[src/rtl/slave_access_pkg.sv]
// Shared types, widths and the address decoder for the slave access controller.
package slave_access_pkg;

  typedef enum logic [1:0] {
    IDLE   = 2'd0,
    ACCESS = 2'd1,
    RESP   = 2'd2
  } state_t;

  localparam int ADDR_W      = 8;
  localparam int DATA_W      = 8;
  localparam int SLV_IDX_MSB = 7;
  localparam int SLV_IDX_LSB = 5;
  localparam int SLV_IDX_W   = SLV_IDX_MSB - SLV_IDX_LSB + 1;
  // Largest slave count the address field can reach.
  localparam int MAX_SLAVES  = 1 << SLV_IDX_W;

  typedef struct packed {
    logic                  err;
    logic [MAX_SLAVES-1:0] sel;
  } decode_t;

  // Upper address bits pick the slave; an index past the populated slaves is an error.
  function automatic decode_t decode_addr(input logic [ADDR_W-1:0] addr, input int num_slaves);
    decode_t              d;
    logic [SLV_IDX_W-1:0] idx;
    idx   = addr[SLV_IDX_MSB:SLV_IDX_LSB];
    d.err = 1'b0;
    d.sel = '0;
    if (int'(idx) < num_slaves) begin
      d.sel[idx] = 1'b1;
    end else begin
      d.err = 1'b1;
    end
    return d;
  endfunction

endpackage

[src/rtl/rr_arbiter.sv]
// Combinational round-robin arbiter: first requester at or after the pointer wins.
module rr_arbiter #(
  parameter int N     = 4,
  parameter int IDX_W = 2
) (
  input  logic [N-1:0]     i_req,
  input  logic [IDX_W-1:0] i_ptr,
  output logic [N-1:0]     o_grant,
  output logic [IDX_W-1:0] o_idx,
  output logic             o_valid
);

  int               w_pos;
  logic [IDX_W-1:0] w_sel;

  // Scan requesters starting at the pointer, wrapping modulo N; keep the first hit.
  always_comb begin
    o_grant = '0;
    o_idx   = '0;
    o_valid = 1'b0;
    w_pos   = 0;
    w_sel   = '0;
    for (int off = 0; off < N; off++) begin
      w_pos = int'(i_ptr) + off;
      if (w_pos >= N) begin
        w_pos = w_pos - N;
      end
      w_sel = IDX_W'(w_pos);
      if (!o_valid && i_req[w_sel]) begin
        o_valid        = 1'b1;
        o_grant[w_sel] = 1'b1;
        o_idx          = w_sel;
      end
    end
  end

endmodule

[src/rtl/slave_access_ctrl.sv]
// Multi-master access controller: round-robin grant, address decode to a one-hot
// slave select, transfer held until the selected slave acks, one-cycle completion.
// Optional macro SLV_ACC_TIMEOUT_EN adds an ack wait limit of TIMEOUT_CYCLES.
module slave_access_ctrl
  import slave_access_pkg::*;
#(
  parameter int NUM_MASTERS    = 4,
  parameter int NUM_SLAVES     = 5,
  parameter int TIMEOUT_CYCLES = 16
) (
  input  logic                          clock,
  input  logic                          reset_n,
  input  logic [NUM_MASTERS-1:0]        m_req,
  input  logic [NUM_MASTERS-1:0]        m_wr_rd,
  input  logic [NUM_MASTERS*ADDR_W-1:0] m_addr,
  input  logic [NUM_MASTERS*DATA_W-1:0] m_wr_data,
  output logic [NUM_MASTERS-1:0]        m_done,
  output logic                          m_err,
  output logic [DATA_W-1:0]             m_rd_data,
  output logic [NUM_SLAVES-1:0]         sel_en_out,
  output logic                          wr_rd_s_out,
  output logic [ADDR_W-1:0]             addr_out,
  output logic [DATA_W-1:0]             wr_data_out,
  input  logic [DATA_W-1:0]             rd_data_in,
  input  logic [NUM_SLAVES-1:0]         ack_in
);

  localparam int IDX_W = $clog2(NUM_MASTERS);

  state_t                 r_state;
  state_t                 w_state_next;
  logic [IDX_W-1:0]       r_idx;
  logic [IDX_W-1:0]       r_ptr;
  logic                   r_wr_rd;
  logic [ADDR_W-1:0]      r_addr;
  logic [DATA_W-1:0]      r_wr_data;
  logic [NUM_SLAVES-1:0]  r_sel;
  logic                   r_err;
  logic [DATA_W-1:0]      r_rd_data;

  logic [NUM_MASTERS-1:0] w_gnt_onehot;
  logic [IDX_W-1:0]       w_gnt_idx;
  logic                   w_gnt_valid;
  logic [ADDR_W-1:0]      w_addr_arr    [NUM_MASTERS];
  logic [DATA_W-1:0]      w_wr_data_arr [NUM_MASTERS];
  logic [ADDR_W-1:0]      w_req_addr;
  logic [DATA_W-1:0]      w_req_wr_data;
  logic                   w_req_wr_rd;
  decode_t                w_dec;
  logic                   w_dec_unused;
  logic                   w_ack_hit;
  logic                   w_timeout;

  // Unpack the flat per-master buses into arrays.
  genvar gi;
  generate
    for (gi = 0; gi < NUM_MASTERS; gi++) begin : g_unpack
      assign w_addr_arr[gi]    = m_addr[gi*ADDR_W +: ADDR_W];
      assign w_wr_data_arr[gi] = m_wr_data[gi*DATA_W +: DATA_W];
    end
  endgenerate

  rr_arbiter #(
    .N     (NUM_MASTERS),
    .IDX_W (IDX_W)
  ) u_arb (
    .i_req   (m_req),
    .i_ptr   (r_ptr),
    .o_grant (w_gnt_onehot),
    .o_idx   (w_gnt_idx),
    .o_valid (w_gnt_valid)
  );

  // One-hot AND-OR mux of the winning master's transfer fields.
  always_comb begin
    w_req_addr    = '0;
    w_req_wr_data = '0;
    w_req_wr_rd   = 1'b0;
    for (int i = 0; i < NUM_MASTERS; i++) begin
      if (w_gnt_onehot[i]) begin
        w_req_addr    = w_req_addr | w_addr_arr[i];
        w_req_wr_data = w_req_wr_data | w_wr_data_arr[i];
        w_req_wr_rd   = w_req_wr_rd | m_wr_rd[i];
      end
    end
  end

  assign w_dec        = decode_addr(w_req_addr, NUM_SLAVES);
  // Select bits above the populated slaves are always zero (those indices flag err).
  assign w_dec_unused = ^w_dec.sel;
  // Only the selected slave's ack counts; the others are ignored.
  assign w_ack_hit    = |(ack_in & r_sel);

`ifdef SLV_ACC_TIMEOUT_EN
  logic [7:0] r_wait_cnt;

  // Wait counter: zero outside ACCESS, counts ACCESS cycles without ack.
  always_ff @(posedge clock or negedge reset_n) begin
    if (!reset_n) begin
      r_wait_cnt <= '0;
    end else if (r_state != ACCESS) begin
      r_wait_cnt <= '0;
    end else if (!w_ack_hit) begin
      r_wait_cnt <= r_wait_cnt + 8'd1;
    end
  end

  assign w_timeout = (r_state == ACCESS) && !w_ack_hit &&
                     (r_wait_cnt == 8'(TIMEOUT_CYCLES - 1));
`else
  // No wait limit in this build: ACCESS holds until the selected slave acks.
  localparam int unused_timeout_cycles = TIMEOUT_CYCLES;
  assign w_timeout = 1'b0;
`endif

  // State register.
  always_ff @(posedge clock or negedge reset_n) begin
    if (!reset_n) begin
      r_state <= IDLE;
    end else begin
      r_state <= w_state_next;
    end
  end

  // Next-state logic: grant in IDLE, wait for ack in ACCESS, single RESP cycle.
  always_comb begin
    w_state_next = r_state;
    case (r_state)
      IDLE: begin
        if (w_gnt_valid) begin
          w_state_next = w_dec.err ? RESP : ACCESS;
        end
      end
      ACCESS: begin
        if (w_ack_hit || w_timeout) begin
          w_state_next = RESP;
        end
      end
      RESP:    w_state_next = IDLE;
      default: w_state_next = IDLE;
    endcase
  end

  // Transfer registers: capture on grant, capture read data on ack, advance pointer on completion.
  always_ff @(posedge clock or negedge reset_n) begin
    if (!reset_n) begin
      r_idx     <= '0;
      r_ptr     <= '0;
      r_wr_rd   <= 1'b0;
      r_addr    <= '0;
      r_wr_data <= '0;
      r_sel     <= '0;
      r_err     <= 1'b0;
      r_rd_data <= '0;
    end else begin
      case (r_state)
        IDLE: begin
          if (w_gnt_valid) begin
            r_idx     <= w_gnt_idx;
            r_wr_rd   <= w_req_wr_rd;
            r_addr    <= w_req_addr;
            r_wr_data <= w_req_wr_data;
            r_sel     <= w_dec.sel[NUM_SLAVES-1:0];
            r_err     <= w_dec.err;
            r_rd_data <= '0;
          end
        end
        ACCESS: begin
          if (w_ack_hit) begin
            r_rd_data <= r_wr_rd ? '0 : rd_data_in;
            r_err     <= 1'b0;
          end else if (w_timeout) begin
            r_rd_data <= '0;
            r_err     <= 1'b1;
          end
        end
        RESP: begin
          r_ptr <= (r_idx == IDX_W'(NUM_MASTERS - 1)) ? '0 : r_idx + 1'b1;
        end
        default: ;
      endcase
    end
  end

  // Outputs: slave bus only in ACCESS, completion only in RESP, zero otherwise.
  always_comb begin
    m_done      = '0;
    m_err       = 1'b0;
    m_rd_data   = '0;
    sel_en_out  = '0;
    wr_rd_s_out = 1'b0;
    addr_out    = '0;
    wr_data_out = '0;
    case (r_state)
      ACCESS: begin
        sel_en_out  = r_sel;
        wr_rd_s_out = r_wr_rd;
        addr_out    = r_addr;
        wr_data_out = r_wr_data;
      end
      RESP: begin
        m_done[r_idx] = 1'b1;
        m_err         = r_err;
        m_rd_data     = r_rd_data;
      end
      default: ;
    endcase
  end

endmodule

[config.mk]
export PLATFORM = sky130hd
export DESIGN_NAME = slave_access_ctrl
export DESIGN_NICKNAME = d
export VERILOG_FILES = /design/src/rtl/slave_access_pkg.sv /design/src/rtl/rr_arbiter.sv /design/src/rtl/slave_access_ctrl.sv
export SDC_FILE = /design/constraint.sdc
export NUM_CORES = 1
export LEC_CHECK = 0
export ABC_AREA = 1
export ABC_CLOCK_PERIOD_IN_PS = 5750
export BUFFER_PORTS_ARGS = -buffer_cell sky130_fd_sc_hd__buf_2
export CORE_ASPECT_RATIO = 0.8
export CORE_MARGIN = 1
export CORE_UTILIZATION = 40
export DETAILED_ROUTE_END_ITERATION = 6
export HOLD_SLACK_MARGIN = 0.05
export PLACE_DENSITY = 0.8
export RECOVER_POWER = 50
export SLEW_MARGIN = 20
export SYNTH_ARGS = -nofsm -noshare
export SYNTH_HDL_FRONTEND = slang
export SYNTH_SLANG_ARGS = --single-unit
[constraint.sdc]
create_clock -name clock -period 5.75 [get_ports clock]
set_clock_uncertainty 0.05 [all_clocks]
set_input_delay 0.8625 -clock clock [delete_from_list [all_inputs] [get_ports clock]]
set_output_delay 0.8625 -clock clock [all_outputs]
set_load 0.005 [all_outputs]
* Yosys cells after proc, flatten, opt, wreduce, memory -nomap -nowiden
Cells that the tools add are included.
** Storage, ports and cells
- Output and inout port bits :: 35
- Bits of input ports :: 87
- Bits in registers :: 37
- Word-level logic and storage cells :: 139
** Cells by class
- Reduce and logical (&&, ||, !) cells :: 18
- Magnitude comparators :: 17
- Equal/unequal tests :: 5
- Add/subtract/negate cells :: 8
- Bitwise gates (word level) :: 13
- Multiplexer cells :: 69
** Operators by type and width (count)
- 8-bit two-way mux :: 14
- 8-bit bitwise OR :: 6
- 2-bit two-way mux :: 12
- 1-bit two-way mux :: 23
- 4-bit two-way mux :: 5
- 8-bit one-hot mux with 2 select lines :: 1
- 2-bit by 3-bit less-than comparator with 1-bit output, second input constant :: 5
- 4-bit bitwise OR :: 3
- 1-bit demux with 2-bit select :: 5
- 2-bit by 1-bit >= comparator with 1-bit output, second input constant :: 5
- 5-bit two-way mux :: 2
- 3-bit >= comparator, second input constant :: 3
- 1-bit logical AND :: 9
- 1-bit binary-select mux with 2-bit select :: 4
- 2-bit by 1-bit subtractor with 2-bit output, second input constant :: 4
- 2-bit by 2-bit adder with 3-bit output, second input constant :: 2
- 5-bit AND :: 1
- 5-bit OR reduction :: 1
- 2-bit == test, second input constant :: 2
- 3-bit by 4-bit less-than comparator with 1-bit output, second input constant :: 1
- 2-bit one-hot mux with 2 select lines :: 1
- 2-bit AND reduction :: 2
- 2-bit by 1-bit adder with 3-bit output, second input constant :: 1
- 1-bit demux with 3-bit select :: 1
- other kinds (13) :: 17

* Depth between registers and ports, before layout
Gate-level depths: netlist of the first run.
- Word-level depth :: 26
- Depth in mapped cells :: 16
- Mapped depth without buffers :: 16

* Cells and area by module
From an unflattened synthesis of the first run, not the netlist that was laid out.
** Second synthesis, totals
- Cell total of the unflattened synthesis :: 415
- Area, all modules :: 2701.3 µm²
** Modules (own cells, without submodules)
- slave_access_ctrl :: cells an instance 341, seq. area each 925.9 µm², times used 1, area each 2260.9 µm²
- rr_arbiter :: cells an instance 74, seq. area each 0.0 µm², times used 1, area each 440.4 µm²

* Least setup slack after synthesis of the first run
No wires, ideal clock.
- Path type :: register to register
- Start point :: reg r_ptr[1]
- End point :: reg r_state[0]
- Clock period less this slack :: 2.246 ns
- Data arrival time :: 2.080 ns
- Path buffers :: 0
- Stages on the path, launching flop included :: 17
- Slack :: 3.504 ns
- Library setup time :: 0.116 ns
- Data required time :: 5.584 ns
- Path through :: dfrtp_1 inv_1 ha_1 inv_1 nand3_1 nand2_2 nand3_4 nor2_4 nand2_2 nand3_4 nand2_1 nand2_2 nor2_4 nand2_2 nand2_2 nand2_1 nand2_1
** Between the ends
- Longest elaborated chain between the ends :: 25
- Elaborated cells on any way between the ends :: 73
- Those cells by class :: 7 x add/sub; 13 x order compare; 1 x eq/ne; 35 x mux; 6 x bitwise; 11 x reduce/logical
** Ends and longest elaborated chain
- start, declared :: line slave_access_ctrl.sv:33 : logic [IDX_W-1:0] r_ptr;
- start signal, assigned :: line slave_access_ctrl.sv:178 : r_ptr <= (r_idx == IDX_W'(NUM_MASTERS - 1)) ? '0 : r_idx + 1'b1;
- parallel branches: the longest is 25 deep, another holds 2-bit by 1-bit adder with 3-bit output
- end signal, assigned :: line slave_access_ctrl.sv:121 : r_state <= w_state_next;
- end, declared :: line slave_access_ctrl.sv:30 : state_t r_state;
Parallel ways; which one is timed is not known. The select of a mux whose other input is x is not followed.
A chain may end at the register's enable or synchronous reset.

* Final worst setup path of the first run
- Start point :: reg r_ptr[1]
- End point :: reg r_addr[5]
** Between the ends
- Longest elaborated chain between the ends :: 21
- Elaborated cells on any way between the ends :: 68
- Those cells by class :: 7 x add/sub; 12 x order compare; 32 x mux; 6 x bitwise; 11 x reduce/logical
** Ends and longest elaborated chain
- parallel branches: the longest is 21 deep, another holds 2-bit by 1-bit adder with 3-bit output
- end signal, assigned :: line slave_access_ctrl.sv:161 : r_addr <= w_req_addr;
- end, declared :: line slave_access_ctrl.sv:35 : logic [ADDR_W-1:0] r_addr;
Parallel ways; which one is timed is not known. The select of a mux whose other input is x is not followed.

==> qor.txt, run 1 <==
======================================================================================================
Residual antenna-violating net count after detailed routing                                          0
TritonCTS clock tree                                                                             built
Clk pwr share                                                                                     8.4%
Logic pwr share                                                                                  69.5%
Fill cells                                                                                         654
Register bit total from synthesis                                                                   37
RSZ-0062 raised after global routing                                                             false
DIE HEIGHT                                                                                     76.4 um
Final critical-path share of the clock period                                                    57.4%
Critical path's slowest cell                                                              sky130_fd_sc_hd__nand2_1
Worst path cell trace                                                                     inv_1 > ha_1 > inv_1 > nand3_1 > nand2_1 > nand3_4 > nor2_1 > nand3_1 > nand2_1 > inv_2 > o21ai_1 > o21ai_0
Synth async-reset ratio                                                                           100%
Share of layout cells above drive strength 1                                                     32.7%
Number of cell rows                                                                                 26
Critical setup path kind                                                                       reg2reg
Detailed placer's ending HPWL                                                                  5800 um
Delay contributed by the slowest stage of the critical path                                    0.53 ns
Leading post-synthesis cells by cell area                                                 sky130_fd_sc_hd__dfrtp_1, sky130_fd_sc_hd__nand2_1, sky130_fd_sc_hd__nor2_1
Top_reg_cell synth                                                                        sky130_fd_sc_hd__dfrtp_1
Unique masters post-synth                                                                           33
Count of buffers from port buffering                                                               121
Post-route setup TNS                                                                              0 ns
Clock insertion delay at the later pin of the skew report                                      0.29 ns
Depth of the worst register-to-register path                                                        12
Reg power frac                                                                                   22.1%
Total of warnings raised by yosys                                                                    0
Routed via count                                                                                 2,862
Htree depth                                                                                          2
Worst rel slew slack                                                                            -32.8%
Layout area overhead                                                                             24.8%
CP Data Required Time                                                                          5.86 ns
Number of global-route vias before repair                                                        2,770
Result of the run                                                                         complete, but fails checks
Die Area                                                                                      7250 um2
Cts hold-fix bufs                                                                                    0
Maximum number of pins on one net before global-route repair                                        38
Sequential cell area fraction in the yosys report                                                33.5%
Final critical delay including setup and external delays                                       3.30 ns
Total setup buffers inserted after CTS                                                               0
Routed vias/inst                                                                                  4.99
Number of detailed-route iterations in the first pass                                                5
Starting density of the core                                                                     42.3%
Type of the tightest min-delay check                                                           reg2reg
# placed instances                                                                                 565
Setup violation total in the final timing report                                                     0
Width of the die                                                                               95.0 um
Power density normalized to cell area                                                       603 nW/um2
Net total in the final layout                                                                      587
Pint                                                                                            957 uW
Post-layout instance count excluding filler cells                                                  573
Post-cts repair resize count                                                                         0
Library cell with the largest summed area after synthesis                                 sky130_fd_sc_hd__dfrtp_1
Post-layout util                                                                                 52.8%
Maxcap violations                                                                                    1
Critical Path End Type                                                                            flop
Failing checks                                                                            capacitance limit, slew limit
Critical Path AT                                                                               3.41 ns
TritonCTS sink count                                                                                37
Number of remaining DRC errors                                                                       0
Number of antenna violations at the first check in global routing                                    0
Top-Level Pins                                                                                     122
Hold Fails Final Rpt                                                                                 0
Post-DR wirelength/cell                                                                        12.9 um
GRT Total Usage                                                                                  20.9%
Buffer type at the clock tree root                                                        sky130_fd_sc_hd__clkbuf_8
Syn_area_per_cell                                                                             7.43 um2
Number of enable flip-flop cells after synthesis                                                     0
Cts bufs inserted                                                                                    5
Number of antenna diodes                                                                             0
Net Sw Frac                                                                                      54.1%
First-pass GRT wire length                                                                   12,000 um
Global placer's final weighted congestion                                                        0.879
Critical path peak fanout                                                                           26
Maximum operating frequency                                                                  0.303 GHz
Remaining Overflow, GRT                                                                              0
Clock buffer depth                                                                                   2
DRC violation total after the first TritonRoute iteration                                          105
IR drop worst, VDD                                                                          0.000394 V
Core region area                                                                              6540 um2
Mapped Cells                                                                                       372
Worst hold margin                                                                             0.442 ns
Number of cells on the worst hold path                                                               2
Total length of routed wires                                                                   7410 um
Final number of max-transition violations                                                           38
Slew of the pin with the lowest slew margin                                                    1.99 ns
Net count after synthesis                                                                          471
Clock transition at the register clock pins on the worst setup and hold paths after CTS        0.07 ns
Fraction of post-synthesis cell area in the top cell type by area                                33.5%
Total net switching power                                                                      1.13 mW
Worst Setup Start Kind                                                                            flop
Leakage power summed over all cells                                                            1.80 nW
Post-Synthesis Cell Area                                                                      2770 um2
======================================================================================================
[Yosys cell counts, types with 2 or more instances]
cell type                   n
sky130_fd_sc_hd__nand3_1   14
sky130_fd_sc_hd__o22ai_1    4
sky130_fd_sc_hd__a21oi_1   14
sky130_fd_sc_hd__nand3_4    7
sky130_fd_sc_hd__o21ai_0    6
sky130_fd_sc_hd__nor2_1    57
sky130_fd_sc_hd__dfrtp_1   37
sky130_fd_sc_hd__nor2_4     6
sky130_fd_sc_hd__inv_2      5
sky130_fd_sc_hd__o21ai_1   14
sky130_fd_sc_hd__inv_1     48
sky130_fd_sc_hd__a22o_1     2
sky130_fd_sc_hd__a21boi_1   2
sky130_fd_sc_hd__buf_4      4
sky130_fd_sc_hd__nand4_1    5
sky130_fd_sc_hd__nand2_2   17
sky130_fd_sc_hd__buf_1      2
sky130_fd_sc_hd__a21oi_4    3
sky130_fd_sc_hd__nand2_1   85
sky130_fd_sc_hd__buf_6      3
sky130_fd_sc_hd__a41oi_1   14
sky130_fd_sc_hd__ha_1      12
[stage by stage]
step | instance area, um2 | total power, mW | setup slack [ns]
2_1_floorplan | 2770 | 1.63 | 3.50
3_3_place_gp | 3380 | 1.88 | 2.73
3_5_place_dp | 3380 | 1.91 | 2.58
4_1_cts | 3460 | 2.10 | 2.56
5_1_grt | 3450 | 2.30 | 2.11
6_report | 3450 | 2.08 | 2.45
[logic make-up (layout without fill, tap and decap cells)]
logic type	after synthesis	in the layout	synth area share, %
adder cells (fa/ha/maj)	12	12	5.43
AND/OR/NAND/NOR	194	194	34.5
flip-flops	37	37	33.5
AO/OA/AOI/OAI	63	63	15.7
XOR/XNOR	1	1	0.317
buffers and inverters	65	182	10.6
[power groups by stage]
stage          sequential (mW)  clock [mW]  combinational [mW]
2_1_floorplan            0.445           0                1.19
3_3_place_gp             0.459           0                1.42
3_5_place_dp             0.463           0                1.45
4_1_cts                  0.459       0.179                1.46
5_1_grt                  0.474       0.192                1.63
6_report                 0.460       0.175                1.45
[area by class of cell]
cell class / count / area [um2] / share of cell area [%]
clock buffer: 6 / 72.6 / 2.10
timing repair buffer: 121 / 597 / 17.3
clock inverter: 2 / 10.0 / 0.290
tap: 84 / 105 / 3.05
multi-input combinational: 270 / 1540 / 44.7
inverter: 53 / 199 / 5.77
sequential: 37 / 926 / 26.8
[routing by layer]
metal	GRT usage, %	part of all wire (%)	vias to the layer above
met3	4.29	5.1	20
li1	-	-	1427
met4	6.97	2.3	0
met2	35.6	49	100
met5	0	0	-
met1	26.0	43	1315
[path summary, 6_finish.rpt]
kind                            from            to  slack [ns]
setup reg to reg            r_ptr[1]     r_addr[5]        2.45
hold / removal             r_addr[6]     r_addr[6]        0.44
hold reg to reg            r_addr[6]     r_addr[6]        0.44
setup / recovery            r_ptr[1]     r_addr[5]        2.45
min in group asynchronous    reset_n     r_addr[0]        1.08
max in group asynchronous    reset_n  r_rd_data[3]        3.43
[state kept, by name, summed over array words and instances, names as in the netlist, 2 cells and up]
| name | cells |
|---|---|
| r_addr | 8 |
| r_sel | 5 |
| r_idx | 2 |
| r_ptr | 2 |
| r_state | 2 |
| r_rd_data | 8 |
| r_wr_data | 8 |
[layout by cell type (no fill, tap or decap)]
master / instances
sky130_fd_sc_hd__a21boi_2: 1
sky130_fd_sc_hd__a21boi_1: 2
sky130_fd_sc_hd__o21ai_1: 14
sky130_fd_sc_hd__buf_1: 1
sky130_fd_sc_hd__o21ai_0: 6
sky130_fd_sc_hd__dfrtp_1: 37
sky130_fd_sc_hd__clkbuf_8: 5
sky130_fd_sc_hd__nand2_2: 16
sky130_fd_sc_hd__o211ai_1: 1
sky130_fd_sc_hd__clkbuf_2: 6
sky130_fd_sc_hd__nand2_4: 1
sky130_fd_sc_hd__a41oi_1: 14
sky130_fd_sc_hd__nand3_4: 7
sky130_fd_sc_hd__a21boi_0: 1
sky130_fd_sc_hd__clkinv_2: 2
sky130_fd_sc_hd__ha_1: 12
sky130_fd_sc_hd__a21oi_4: 3
sky130_fd_sc_hd__a21oi_1: 14
sky130_fd_sc_hd__a21oi_2: 1
sky130_fd_sc_hd__o22ai_1: 4
sky130_fd_sc_hd__nand4_1: 5
sky130_fd_sc_hd__inv_1: 49
sky130_fd_sc_hd__xor2_1: 1
sky130_fd_sc_hd__nand3_1: 14
sky130_fd_sc_hd__buf_2: 108
sky130_fd_sc_hd__a22o_1: 2
sky130_fd_sc_hd__nand2_1: 86
sky130_fd_sc_hd__nor2_1: 58
sky130_fd_sc_hd__nor2_4: 6
sky130_fd_sc_hd__nor3_1: 1
sky130_fd_sc_hd__clkbuf_1: 7
sky130_fd_sc_hd__inv_2: 4
[worst max-delay path: cells and delay by family (launching register included)]
family                     cells  cell delay (ns)
and+or+nand+nor                6             1.16
buffers and inverters          3             0.70
DFF                            1             0.51
adders and majority gates      1             0.38
AOI/OAI and AO/OA              2             0.36
Power figures use the tool's default switching activity.
==> run 2, diff against run 1 <==
- ABC_AREA: 1 -> 0
- ABC_CLOCK_PERIOD_IN_PS: 5750 -> 3000
- PLACE_DENSITY: 0.8 -> 0.83
- clock period: 5.75 -> 3 ns (I/O delays scaled with it)
==> qor.txt, run 2 <==
======================================================================================================
RSZ-0062 raised after global routing                                                             false
Dominant combinational cell family by area after synthesis                                compound AO/OA/AOI/OAI gates
DRC violation total after the first TritonRoute iteration                                          136   +30%
Die Area                                                                                      7210 um2   -0.52%
Number of remaining DRC errors                                                                       0   unchanged
Critical Path End Type                                                                            flop
Worst hold margin                                                                             0.357 ns   -0.0848 ns
Buffer type at the clock tree root                                                        sky130_fd_sc_hd__clkbuf_8
Post-route setup TNS                                                                              0 ns   unchanged
Number of enable flip-flop cells after synthesis                                                     0   unchanged
Clock transition at the register clock pins on the worst setup and hold paths after CTS        0.07 ns   about the same
Largest registers                                                                         r_addr (8), r_rd_data (8), r_wr_data (8)
Share of layout cells above drive strength 1                                                     37.0%   +4.3 points
Number of global-route vias before repair                                                        2,423   -13%
Detailed placer's ending HPWL                                                                  5800 um   about the same
Top_reg_cell synth                                                                        sky130_fd_sc_hd__dfrtp_1
Failing checks                                                                            capacitance limit, slew limit
Compound-Gate Fraction of Synth Area                                                             29.7%   +14 points
Multiplexer share of the synthesized area                                                        4.82%   +4.8 points
Fraction of post-synthesis cell area in the top cell type by area                                33.7%   +0.18 points
Worst path cell trace                                                                     inv_1 > ha_2 > nor3_1 > o21ai_0 > o21ai_1 > a221o_1 > buf_4 > a221oi_4 > a21oi_1 > o21ba_1
Seq. cell area                                                                                 926 um2   unchanged
Most frequent standard cell in the layout excluding fill and tap cells                    sky130_fd_sc_hd__buf_2
Leakage power summed over all cells                                                            1.75 nW   -2.7%
Clock insertion delay at the later pin of the skew report                                      0.28 ns   about the same
Syn_area_per_cell                                                                             9.11 um2   +23%
Worst Setup Start Kind                                                                            flop
Number of detailed-route iterations in the first pass                                                4   -1
Slew of the pin with the lowest slew margin                                                    1.96 ns   -0.0327 ns
Setup slack after layout                                                                      0.207 ns   -2.24 ns
Top cells by instance count after synthesis                                               sky130_fd_sc_hd__nand2_1, sky130_fd_sc_hd__dfrtp_1, sky130_fd_sc_hd__and2_1
Synth async-reset ratio                                                                           100%   unchanged
Maximum number of pins on one net before global-route repair                                        40   +5.3%
Area of combinational cells with multiple inputs                                              1690 um2   +9.7%
Routed vias/inst                                                                                  5.30   +6.1%
Post-Synthesis Cell Area                                                                      2750 um2   -0.54%
First-pass GRT wire length                                                                   11,700 um   -3.1%
Result of the run                                                                         complete, but fails checks
Maxcap violations                                                                                    1   unchanged
Total of warnings raised by yosys                                                                    0   unchanged
Worst rel slew slack                                                                            -30.6%   +2.2 points
Core region area                                                                              6510 um2   -0.50%
Sequential cell area fraction in the yosys report                                                33.7%   +0.18 points
Post-synthesis simple-gate area fraction                                                         21.4%   -13 points
Hold Fails Final Rpt                                                                                 0   unchanged
Remaining Overflow, GRT                                                                              0   unchanged
Total length of routed wires                                                                   7260 um   -2.1%
Unique masters post-synth                                                                           48   +45%
Critical path peak fanout                                                                           12   -54%
Library cell with the largest summed area after synthesis                                 sky130_fd_sc_hd__dfrtp_1
Post-layout util                                                                                 54.8%   +2.1 points
Starting density of the core                                                                     42.3%   about the same
Leading post-synthesis cells by cell area                                                 sky130_fd_sc_hd__dfrtp_1, sky130_fd_sc_hd__and2_1, sky130_fd_sc_hd__nand2_1
Residual antenna-violating net count after detailed routing                                          0   unchanged
Type of the tightest min-delay check                                                            in2reg
Global placer's final weighted congestion                                                        0.894   +1.7%
Number of antenna violations at the first check in global routing                                    0   unchanged
Most frequently used cell type in the post-synthesis netlist                              sky130_fd_sc_hd__nand2_1
Fill cells                                                                                         568   -13%
Clock buffer depth                                                                                   2   unchanged
Critical setup path kind                                                                       reg2reg
Final number of max-transition violations                                                           38   unchanged
Count of buffers from port buffering                                                               121   unchanged
Cts bufs inserted                                                                                    5   unchanged
Final critical delay including setup and external delays                                       2.79 ns   -0.509 ns
Number of cell rows                                                                                 26   unchanged
Post-placement worst setup slack                                                              0.161 ns   -2.42 ns
Register bit total from synthesis                                                                   37   unchanged
Final critical-path share of the clock period                                                    93.1%   +36 points
Critical Path AT                                                                               2.92 ns   -0.49 ns
Width of the die                                                                               94.7 um   -0.26%
Layout area overhead                                                                             29.7%
Critical path's slowest cell                                                              sky130_fd_sc_hd__ha_2
Routed via count                                                                                 2,709   -5.3%
TritonCTS clock tree                                                                             built
Delay contributed by the slowest stage of the critical path                                    0.44 ns   -0.09 ns
Htree depth                                                                                          2   unchanged
Post-DR wirelength/cell                                                                        14.2 um   +9.8%
Area share of fa/ha/maj cells after synthesis                                                    5.46%   +0.030 points
DIE HEIGHT                                                                                     76.2 um   -0.26%
Net count after synthesis                                                                          401   -15%
Top-Level Pins                                                                                     122   unchanged
Xor and xnor area share after synthesis                                                             0%   -0.32 points
Maximum operating frequency                                                                  0.358 GHz   +18%
Mapped Cells                                                                                       302   -19%
Number of antenna diodes                                                                             0   unchanged
Setup violation total in the final timing report                                                     0   unchanged
Net total in the final layout                                                                      527   -10%
CP Data Required Time                                                                          3.13 ns   -2.73 ns
Power density normalized to cell area                                                      1040 nW/um2   +73%
GRT Total Usage                                                                                  20.7%   -0.19 points
Commonest cells after routing, fill and taps aside                                        sky130_fd_sc_hd__buf_2, sky130_fd_sc_hd__nand2_1, sky130_fd_sc_hd__dfrtp_1
IR drop worst, VDD                                                                          0.000436 V   +11%
TritonCTS sink count                                                                                37   unchanged
======================================================================================================
run 2: worst paths after layout:
check                              start            to  slack (ns)  cells past startpoint
min reg2reg                    r_addr[5]     r_addr[5]        0.43                      2
max reg2reg                     r_ptr[0]    r_state[1]        0.21                     10
min in group asynchronous        reset_n     r_addr[3]        0.66                      1
min                        rd_data_in[6]  r_rd_data[6]        0.36                      3
max                             r_ptr[0]    r_state[1]        0.21                     10
max in group asynchronous        reset_n  r_rd_data[5]        1.11                      1
run 2: cell type report:
cell class / instances / area share, %
multi-input combinational: 237 / 47.4
sequential: 37 / 26.0
timing repair buffer: 141 / 21.0
tap: 84 / 2.95
clock buffer: 5 / 1.93
inverter: 6 / 0.631
clock inverter: 1 / 0.140
run 2: repair_timing:
action,4_1_cts,5_1_grt
hold endpoints to repair,0,0
endpoints found under the setup margin,0,3
hold buffers,0,0
gates resized for setup,0,2
setup buffers,0,5
run 2: metal layers:
layer / GRT usage, % / wire length (um) / vias to the layer above
li1: - / - / 1343
met2: 31.5 / 3250 / 101
met4: 5.15 / 83 / 0
met1: 29.9 / 3450 / 1254
met3: 4.09 / 470 / 11
met5: 0 / 0 / -
run 2: per-stage QoR:
stage	power [mW]	cells	area [um2]
finish	3.71	511	3570
global route	4.07	511	3570
CTS	3.64	506	3530
detailed placement	3.32	500	3460
global placement	3.26	500	3460
floorplan	2.64	302	2750
run 2: logic make-up (layout without fill, tap and decap cells):
| kind of cell | Yosys count | in the layout |
|---|---|---|
| and+or+nand+nor | 115 | 115 |
| AOI/OAI and AO/OA | 102 | 102 |
| DFF | 37 | 37 |
| buffers and inverters | 28 | 153 |
| adders and majority gates | 12 | 12 |
| muxes | 8 | 8 |
run 2: critical path: cells and delay by family (launching register included):
family	cells	cell delay, ns
AO/OA/AOI/OAI	6	1.49
adder cells (fa/ha/maj)	1	0.44
buffers and inverters	2	0.24
flip-flops	1	0.38
AND/OR/NAND/NOR	1	0.08
run 2: power by group:
| group | leakage (nW) | internal [mW] | switching, mW |
|---|---|---|---|
| sequential | 0.474 | 0.728 | 0.128 |
| clock | 0.0399 | 0.153 | 0.167 |
| combinational | 1.24 | 1.15 | 1.39 |
